===== src/rtl/pipeline_stall_controller_if.sv =====
// Handshake bundle between the stall controller and the surrounding pipeline.
// The master side is the controller, and the slave side is the pipeline/hazard/memory logic.
interface pipeline_stall_controller_if #(
    parameter int CNT_W = 32
);
    logic             hazard_stall;
    logic             branch_taken;
    logic             dmem_req;
    logic             dmem_ready;
    logic             PCWrite;
    logic             IFIDWrite;
    logic             IFIDFlush;
    logic             IDEXWrite;
    logic             IDEXBubble;
    logic             EXMEMWrite;
    logic             MEMWBBubble;
    logic             mem_timeout;
    logic [CNT_W-1:0] stall_count;
    logic [CNT_W-1:0] flush_count;

    modport master (
        input  hazard_stall, branch_taken, dmem_req, dmem_ready,
        output PCWrite, IFIDWrite, IFIDFlush, IDEXWrite, IDEXBubble,
               EXMEMWrite, MEMWBBubble, mem_timeout, stall_count, flush_count
    );

    modport slave (
        output hazard_stall, branch_taken, dmem_req, dmem_ready,
        input  PCWrite, IFIDWrite, IFIDFlush, IDEXWrite, IDEXBubble,
               EXMEMWrite, MEMWBBubble, mem_timeout, stall_count, flush_count
    );
endinterface


===== src/rtl/pipeline_stall_controller.sv =====
// Merges load-use, branch-flush and data-memory wait sources into pipeline
// register enables, with a memory-wait watchdog and wrapping stall/flush counters.
module pipeline_stall_controller #(
    parameter int CNT_W   = 32,
    parameter int TIMEOUT = 16
) (
    input  logic                          clk,
    input  logic                          rst_n,
    pipeline_stall_controller_if.master   bus
);
    localparam int TO_W = $clog2(TIMEOUT + 1);

    typedef enum logic [1:0] {
        RUN      = 2'd0,
        MEM_WAIT = 2'd1,
        ERROR    = 2'd2
    } state_t;

    state_t           state_r, state_next_s;
    logic [TO_W-1:0]  wait_r, wait_next_s, cur_wait_s;
    logic [CNT_W-1:0] stall_cnt_r, flush_cnt_r;
    logic             mem_timeout_r;

    logic pc_write_s, ifid_write_s, ifid_flush_s, idex_write_s;
    logic idex_bubble_s, exmem_write_s, memwb_bubble_s;
    logic flush_inc_s, stall_inc_s, run_rules_s, freeze_s;

    // Next-state, wait-counter and combinational control outputs
    always_comb begin
        state_next_s   = state_r;
        wait_next_s    = wait_r;
        cur_wait_s     = wait_r + TO_W'(1);
        pc_write_s     = 1'b0;
        ifid_write_s   = 1'b0;
        ifid_flush_s   = 1'b0;
        idex_write_s   = 1'b0;
        idex_bubble_s  = 1'b0;
        exmem_write_s  = 1'b0;
        memwb_bubble_s = 1'b0;
        flush_inc_s    = 1'b0;
        run_rules_s    = 1'b0;
        freeze_s       = 1'b0;

        if (!rst_n) begin
            state_next_s = RUN;
            wait_next_s  = '0;
        end else begin
            case (state_r)
                RUN: begin
                    if (bus.dmem_req && !bus.dmem_ready) begin
                        freeze_s     = 1'b1;
                        state_next_s = MEM_WAIT;
                        wait_next_s  = TO_W'(1);
                    end else begin
                        run_rules_s  = 1'b1;
                    end
                end
                MEM_WAIT: begin
                    // A dropped request counts as completion
                    if (!bus.dmem_req || bus.dmem_ready) begin
                        run_rules_s  = 1'b1;
                        state_next_s = RUN;
                        wait_next_s  = '0;
                    end else begin
                        freeze_s    = 1'b1;
                        wait_next_s = cur_wait_s;
                        // cur_wait_s is the ordinal of this frozen cycle; the RUN entry cycle was the first
                        if (cur_wait_s == TO_W'(TIMEOUT)) begin
                            state_next_s = ERROR;
                        end else begin
                            state_next_s = MEM_WAIT;
                        end
                    end
                end
                ERROR: begin
                    state_next_s = ERROR;
                end
                default: begin
                    state_next_s = RUN;
                    wait_next_s  = '0;
                end
            endcase

            if (freeze_s) begin
                memwb_bubble_s = 1'b1;
            end else if (run_rules_s) begin
                pc_write_s    = 1'b1;
                ifid_write_s  = 1'b1;
                idex_write_s  = 1'b1;
                exmem_write_s = 1'b1;
                if (bus.branch_taken) begin
                    ifid_flush_s  = 1'b1;
                    idex_bubble_s = 1'b1;
                    flush_inc_s   = 1'b1;
                end else if (bus.hazard_stall) begin
                    pc_write_s    = 1'b0;
                    ifid_write_s  = 1'b0;
                    idex_bubble_s = 1'b1;
                end else begin
                    idex_bubble_s = 1'b0;
                end
            end else begin
                memwb_bubble_s = 1'b0;
            end
        end
    end

    assign stall_inc_s = rst_n && !pc_write_s && (state_r != ERROR);

    // State, wait counter, sticky timeout flag and performance counters
    always_ff @(posedge clk) begin
        if (!rst_n) begin
            state_r       <= RUN;
            wait_r        <= '0;
            mem_timeout_r <= 1'b0;
            stall_cnt_r   <= '0;
            flush_cnt_r   <= '0;
        end else begin
            state_r       <= state_next_s;
            wait_r        <= wait_next_s;
            mem_timeout_r <= mem_timeout_r || (state_next_s == ERROR);
            stall_cnt_r   <= stall_cnt_r + (stall_inc_s ? CNT_W'(1) : CNT_W'(0));
            flush_cnt_r   <= flush_cnt_r + (flush_inc_s ? CNT_W'(1) : CNT_W'(0));
        end
    end

    assign bus.PCWrite     = pc_write_s;
    assign bus.IFIDWrite   = ifid_write_s;
    assign bus.IFIDFlush   = ifid_flush_s;
    assign bus.IDEXWrite   = idex_write_s;
    assign bus.IDEXBubble  = idex_bubble_s;
    assign bus.EXMEMWrite  = exmem_write_s;
    assign bus.MEMWBBubble = memwb_bubble_s;
    assign bus.mem_timeout = mem_timeout_r;
    assign bus.stall_count = stall_cnt_r;
    assign bus.flush_count = flush_cnt_r;
endmodule


===== src/flat_wrapper.sv =====
// flat-port wrapper written by rule: the top's interface ports become plain ports
module pipeline_stall_controller_flat 
#(
    parameter int CNT_W   = 32,
    parameter int TIMEOUT = 16
)
  (clk, rst_n, bus_hazard_stall, bus_branch_taken, bus_dmem_req, bus_dmem_ready, bus_PCWrite, bus_IFIDWrite, bus_IFIDFlush, bus_IDEXWrite, bus_IDEXBubble, bus_EXMEMWrite, bus_MEMWBBubble, bus_mem_timeout, bus_stall_count, bus_flush_count);
  pipeline_stall_controller_if #(.CNT_W(CNT_W)) bus_i ();
  input  logic clk;
  input  logic rst_n;
  input wire logic [$bits(bus_i.hazard_stall)-1:0] bus_hazard_stall;
  input wire logic [$bits(bus_i.branch_taken)-1:0] bus_branch_taken;
  input wire logic [$bits(bus_i.dmem_req)-1:0] bus_dmem_req;
  input wire logic [$bits(bus_i.dmem_ready)-1:0] bus_dmem_ready;
  output wire logic [$bits(bus_i.PCWrite)-1:0] bus_PCWrite;
  output wire logic [$bits(bus_i.IFIDWrite)-1:0] bus_IFIDWrite;
  output wire logic [$bits(bus_i.IFIDFlush)-1:0] bus_IFIDFlush;
  output wire logic [$bits(bus_i.IDEXWrite)-1:0] bus_IDEXWrite;
  output wire logic [$bits(bus_i.IDEXBubble)-1:0] bus_IDEXBubble;
  output wire logic [$bits(bus_i.EXMEMWrite)-1:0] bus_EXMEMWrite;
  output wire logic [$bits(bus_i.MEMWBBubble)-1:0] bus_MEMWBBubble;
  output wire logic [$bits(bus_i.mem_timeout)-1:0] bus_mem_timeout;
  output wire logic [$bits(bus_i.stall_count)-1:0] bus_stall_count;
  output wire logic [$bits(bus_i.flush_count)-1:0] bus_flush_count;
  assign bus_i.hazard_stall = bus_hazard_stall;
  assign bus_i.branch_taken = bus_branch_taken;
  assign bus_i.dmem_req = bus_dmem_req;
  assign bus_i.dmem_ready = bus_dmem_ready;
  assign bus_PCWrite = bus_i.PCWrite;
  assign bus_IFIDWrite = bus_i.IFIDWrite;
  assign bus_IFIDFlush = bus_i.IFIDFlush;
  assign bus_IDEXWrite = bus_i.IDEXWrite;
  assign bus_IDEXBubble = bus_i.IDEXBubble;
  assign bus_EXMEMWrite = bus_i.EXMEMWrite;
  assign bus_MEMWBBubble = bus_i.MEMWBBubble;
  assign bus_mem_timeout = bus_i.mem_timeout;
  assign bus_stall_count = bus_i.stall_count;
  assign bus_flush_count = bus_i.flush_count;
  pipeline_stall_controller #(.CNT_W(CNT_W), .TIMEOUT(TIMEOUT)) u_core (.clk(clk), .rst_n(rst_n), .bus(bus_i));
endmodule

===== config.mk =====
export PLATFORM = sky130hd
export DESIGN_NAME = pipeline_stall_controller_flat
export DESIGN_NICKNAME = d
export VERILOG_FILES = /design/src/rtl/pipeline_stall_controller_if.sv /design/src/rtl/pipeline_stall_controller.sv /design/src/flat_wrapper.sv
export SDC_FILE = /design/constraint.sdc
export NUM_CORES = 1
export LEC_CHECK = 0
export ABC_AREA = 1
export BUFFER_PORTS_ARGS = -buffer_cell sky130_fd_sc_hd__buf_4
export CAP_MARGIN = 10
export CORE_ASPECT_RATIO = 1.4
export CORE_UTILIZATION = 55
export DETAILED_ROUTE_END_ITERATION = 8
export GPL_TIMING_DRIVEN = 1
export PLACE_DENSITY_LB_ADDON = 0.15
export SLEW_MARGIN = 20
export SYNTH_ARGS = -nofsm -noshare
export SYNTH_HDL_FRONTEND = slang
export SYNTH_SLANG_ARGS = --single-unit

===== constraint.sdc =====
create_clock -name clk -period 2.5 [get_ports clk]
set_clock_uncertainty 0.2 [all_clocks]
set_input_delay 0.375 -clock clk [delete_from_list [all_inputs] [get_ports clk]]
set_output_delay 0.375 -clock clk [all_outputs]
set_load 0.005 [all_outputs]

---- Word level (Yosys, flattened, before mapping) ----
Index checks and enable logic that the tools add are counted.
W data, S select, Z words.
word-level totals
  memories kept ........................... 0
  bits in read-only memories .............. 0
  bits in registers ....................... 72
  bits of input ports ..................... 6
  memory bits (writable) .................. 0
  latch bits .............................. 0
operators by class
  add/subtract/negate cells ............... 3
  reductions and logical operators ........ 10
  multiply operators ...................... 0
  magnitude comparators ................... 0
  equal/unequal tests ..................... 6
  mux-type cells .......................... 37
  shift operators ......................... 0
  bitwise logic cells ..................... 1
  divide/modulo/power cells ............... 0
operators with widths
  cell                   count
  $add A32 B32 Y32       2
  $mux W1                27
  $pmux W5 S3            1
  $mux W5                2
  $mux W2                4
  $pmux W2 S3            1
  $add A5 B1 Y5 const B  1
  $eq A5 B5 Y1 const B   1
  $eq A2 B2 Y1 const B   2
  $pmux W1 S2            2
  $logic_and A1 B1 Y1    3
  $logic_not A1 Y1       3
  $eq A2 B1 Y1 const B   1
  $logic_not A2 Y1       1
  $logic_or A1 B1 Y1     2
  $ne A2 B1 Y1 const B   1
  $ne A2 B2 Y1 const B   1
  $reduce_and A2 Y1      1
  $not A1 Y1             1

---- Depth between registers and ports, before layout ----
  word-level depth ........................ 13
  depth in mapped cells ................... 16
  depth with buffers taken out ............ 16

---- Worst setup path after synthesis ----
Ideal clock, no wire load.
  path kind ............................... input to register
  start point ............................. input bus_dmem_ready
  end point ............................... register u_core.flush_cnt_r[12], in the netlist u_core.bus.flush_count[12]
  arrival ................................. 2031 ps
  stages on the path ...................... 15
  buffers on the path ..................... 0
  slack ................................... 204 ps
  cell sequence ........................... inv_1 > nand2_1 > inv_1 > nor2_1 > nand2_1 > nor2_1 > ha_1 > ha_1 > nand2_2 > nor2_4 > inv_2 > nor2_4 > xor2_1 > inv_1 > nor2_1
on the way
  word-level cells in the longest chain between the ends .. 10
RTL lines
  item                       line                              source
  start, declared            flat_wrapper.sv:14                input wire logic [$bits(bus_i.dmem_ready)-1:0] bus_dmem_ready;
  $logic_not A1 Y1           pipeline_stall_controller.sv:50   if (bus.dmem_req && !bus.dmem_ready) begin
  $logic_and A1 B1 Y1        pipeline_stall_controller.sv:50
  $mux W1                    pipeline_stall_controller.sv:50
  $pmux W1 S2                pipeline_stall_controller.sv:48   case (state_r)
  $mux W1                    pipeline_stall_controller.sv:44   if (!rst_n) begin
  $mux W1                    --
  $mux W1 (*) (2 in series)  --
  via bus_IFIDFlush          flat_wrapper.sv:17                output wire logic [$bits(bus_i.IFIDFlush)-1:0] bus_IFIDFlush;
  $mux W1 (*)                pipeline_stall_controller.sv:123  flush_cnt_r <= flush_cnt_r + (flush_inc_s ? CNT_W'(1) : CNT_W'(0));
  $add A32 B32 Y32 (*)       pipeline_stall_controller.sv:123
  end signal, assigned       pipeline_stall_controller.sv:123
  end, declared              pipeline_stall_controller.sv:21   logic [CNT_W-1:0] stall_cnt_r, flush_cnt_r;
Mark *: on every way through the listed nets, which the timed path passes. The rest lies on a longest branch. The select of a mux whose other input is x is not followed.
A chain may end at the register's enable or synchronous reset.

---- Worst setup path in the final report ----
  start point ............................. register u_core.state_r[1]
  end point ............................... register u_core.stall_cnt_r[19], in the netlist u_core.bus.stall_count[19]
on the way
  word-level cells in the longest chain between the ends .. 11
RTL lines
  item                                                     line                              source
  start, declared                                          pipeline_stall_controller.sv:19   state_t state_r, state_next_s;
  start signal, assigned                                   pipeline_stall_controller.sv:119  state_r <= state_next_s;
  $eq A2 B1 Y1 / $logic_not A2 Y1 (equally long branches)  pipeline_stall_controller.sv:48
  $pmux W1 S2                                              pipeline_stall_controller.sv:48
  $mux W1                                                  pipeline_stall_controller.sv:44
  $mux W1                                                  pipeline_stall_controller.sv:86   end else if (run_rules_s) begin
  $mux W1                                                  pipeline_stall_controller.sv:84   if (freeze_s) begin
  $mux W1                                                  pipeline_stall_controller.sv:44
  $logic_not A1 Y1                                         pipeline_stall_controller.sv:108  assign stall_inc_s = rst_n && !pc_write_s && (state_r != ERROR);
  $logic_and A1 B1 Y1                                      pipeline_stall_controller.sv:108
  $logic_and A1 B1 Y1 (*)                                  pipeline_stall_controller.sv:108
  $mux W1 (*)                                              pipeline_stall_controller.sv:122  stall_cnt_r <= stall_cnt_r + (stall_inc_s ? CNT_W'(1) : CNT_W'(0));
  $add A32 B32 Y32 (*)                                     pipeline_stall_controller.sv:122
  end signal, assigned                                     pipeline_stall_controller.sv:122
  end, declared                                            pipeline_stall_controller.sv:21
Every way passes the cells marked *; elsewhere a longest branch is shown, timed or not. The select of a mux whose other input is x is not followed.

==> impl_metrics.env <==
export IMPL_firstDrtPassIters=5
export IMPL_cp_data_required_time_ns=2.54
export IMPL_holdBufCountCts=0
export IMPL_portBuffers=77
export IMPL_syn_area_per_cell_um2=6.508
export IMPL_max_stage_delay_ns=0.40
export IMPL_die_area_um2=7325
export IMPL_max_cap_violations=0
export IMPL_drt_iter0_drc=182
export IMPL_ant_nets=0
export IMPL_netlist_area_um2=3840
export IMPL_diodes=0
export IMPL_path_common_cell="nor2_1"
export IMPL_worstReg2RegStart="u_core.state_r[1]"
export IMPL_fin_nets=685
export IMPL_hold_slack_ns=0.1983
export IMPL_p_leak_nw=1.718
export IMPL_p_clk_frac=0.418
export IMPL_finalSetupTns_ns=0
export IMPL_clk_pin_slew_ns=0.07
export IMPL_startpoint_type="flop"
export IMPL_place_area_um2=4529
export IMPL_min_from="bus_dmem_ready"
export IMPL_drv_slew=0
export IMPL_synthTopCellsByArea="dfxtp_1 38%, nand2_1 18%, nor2_1 11%, a21oi_1 6.3%, inv_1 4.9%"
export IMPL_setup_viol=0
export IMPL_dpl_hpwl_um=7801
export IMPL_cts_setup_buffers=0
export IMPL_cts_root_buf="clkbuf_8"
export IMPL_synth_top_area_share=0.3754
export IMPL_grt_overflow=0
export IMPL_p_comb_frac=0.036
export IMPL_worstPathArrival_ns=2.27
export IMPL_ctsResizeCount=0
export IMPL_final_common_cell="nand2_1"
export IMPL_path_cells="nor2_1 -> o21ai_0 -> nand3_1 -> inv_1 -> ha_1 -> buf_4 -> nand3_2 -> nor2_4 -> nand4_1 -> nor2_1 -> nand2_1 -> nand2_1 -> nor2_1"
export IMPL_seqPwrFrac=0.546
export IMPL_area_delta_synth_final_pct=22.65
export IMPL_drive_above_1_share=0.1826
export IMPL_final_cell_mix="185 x nand2_1, 114 x nor2_1, 82 x buf_4"
export IMPL_power_switching_uw=478.3
export IMPL_vias_per_cell=5.272
export IMPL_synth_nets=601
export IMPL_fmax_ghz=0.4479
export IMPL_internal_power_mw=1.641
export IMPL_synth_ff_type="dfxtp_1"
export IMPL_hold_class="primary input to flop"
export IMPL_synth_cells=590
export IMPL_htree_levels=3
export IMPL_peakVddDrop_mv=0.3962
export IMPL_setup_slack_ns=0.2673
export IMPL_grt_pass1_wl_um=16790
export IMPL_relSlewSlack=0.6668
export IMPL_clock_latency_ns=0.34
export IMPL_hold_violations=0
export IMPL_swShare=0.2256
export IMPL_antenna_found_initial=0
export IMPL_initial_utilization=0.5769
export IMPL_avgRoutedWirePerCell_um=13.06
export IMPL_vias=4065
export IMPL_synth_cell_types=27
export IMPL_tritoncts="done"
export IMPL_ys_seq_area_frac=0.3754
export IMPL_yosys_area_top_type="dfxtp_1"
export IMPL_cpMaxStageDelayCell="dfxtp_1"
export IMPL_period_share=0.8931
export IMPL_ys_ff_latch=72
export IMPL_tightest_slew_ns=0.4998
export IMPL_cts_buffers=9
export IMPL_dieWidth_um=72.62
export IMPL_drc=0
export IMPL_detailedPlace_worstSlack_ns=0.03067
export IMPL_path_class="flop to flop"
export IMPL_io_pins=78
export IMPL_grt_pass1_vias=3861
export IMPL_cts_sinks=72
export IMPL_stdcell_area_um2=4710
export IMPL_rows=35
export IMPL_fin_crit_ns=2.233
export IMPL_place_gp_congestion=0.9225
export IMPL_async_flop_share=0
export IMPL_num_fill_cells=600
export IMPL_rsz0062_at_grt="false"
export IMPL_grt_usage=0.2967
export IMPL_critPathCaptureType="flop"
export IMPL_grt_max_degree=46
export IMPL_synth_edf_count=0
export IMPL_totalWireLength_um=10070
export IMPL_path_max_fanout=6
export IMPL_cts_buffer_depth=2
export IMPL_pwr_density_cell_nw_per_um2=450.1
export IMPL_dieHeight_um=100.9
export IMPL_core_um2=6656
export IMPL_final_core_util=0.7075
export IMPL_yosysWarnings=0
export IMPL_status="finished, final reports clean"
export IMPL_startpoint="u_core.state_r[1]"
metrics by stage:
stage / power (mW) / cells
final: 2.120 / 771
after global routing: 2.182 / 771
after CTS: 2.128 / 771
after detailed placement: 1.262 / 755
after global placement: 1.260 / 755
after floorplan: 1.227 / 590
cells by family after synthesis:
| family | share of synthesized area |
|---|---|
| simple gates | 0.4317 |
| compound gates | 0.08570 |
| buf+inv | 0.06353 |
| flops | 0.3754 |
| xor+xnor | 0.02737 |
| fa+ha+maj | 0.01629 |
flip-flops by register name, indices dropped and copies added (netlist names):
register / cells
u_core.bus.flush_count: 32
u_core.bus.mem_timeout: 1
u_core.bus.stall_count: 32
u_core.state_r: 2
u_core.wait_r: 5
Yosys cell counts (all sizes together) (4+ instances only):
library cell	n
nand2	189
inv	54
nand4	6
nor3	6
o21ai	12
buf	5
ha	5
a21oi	48
nor2	132
dfxtp	72
clkbuf	4
xor2	6
nand3b	24
nand3	15
xnor2	6
layer usage:
metal / GRT usage / vias up / share of wire / wire (um)
li1: - / 2030 / - / -
met1: 0.2910 / 1871 / 0.38 / 3779
met2: 0.5607 / 127 / 0.53 / 5321
met3: 0.04000 / 37 / 0.040 / 401
met4: 0.2036 / 0 / 0.056 / 565
met5: 0 / - / 0 / 0
cell type report:
type | instances | area (um^2) | share of cell area
tap | 92 | 115.1 | 0.02444
clock inverter | 4 | 45.04 | 0.009564
inverter | 54 | 202.7 | 0.04304
multi-input combinational | 455 | 2155 | 0.4575
timing repair buffer | 82 | 615.6 | 0.1307
sequential | 72 | 1441 | 0.3061
clock buffer | 12 | 135.1 | 0.02869
path summary, 6_finish.rpt:
kind	cells past startpoint	slack (ns)	end
max reg2reg	13	0.27	u_core.bus.stall_count[19]
max	13	0.27	u_core.bus.stall_count[19]
min	6	0.20	u_core.state_r[0]
min reg2reg	2	0.28	u_core.bus.stall_count[31]
power groups by stage:
| stage | combinational [mW] | clock (mW) | sequential, mW |
|---|---|---|---|
| floorplan | 0.0439 | 0 | 1.18 |
| global placement | 0.0754 | 0 | 1.18 |
| finish | 0.0770 | 0.885 | 1.16 |
| CTS | 0.0777 | 0.893 | 1.16 |
| detailed placement | 0.0773 | 0 | 1.18 |
| global route | 0.0856 | 0.938 | 1.16 |
worst max-delay path, delay by kind of cell, from the launching register on:
family / cells / cell delay, ns
AND/OR/NAND/NOR: 9 / 1.03
flip-flops: 1 / 0.40
buffers and inverters: 2 / 0.19
adder cells (fa/ha/maj): 1 / 0.18
AO/OA/AOI/OAI: 1 / 0.11
Power figures use the tool's default switching activity.
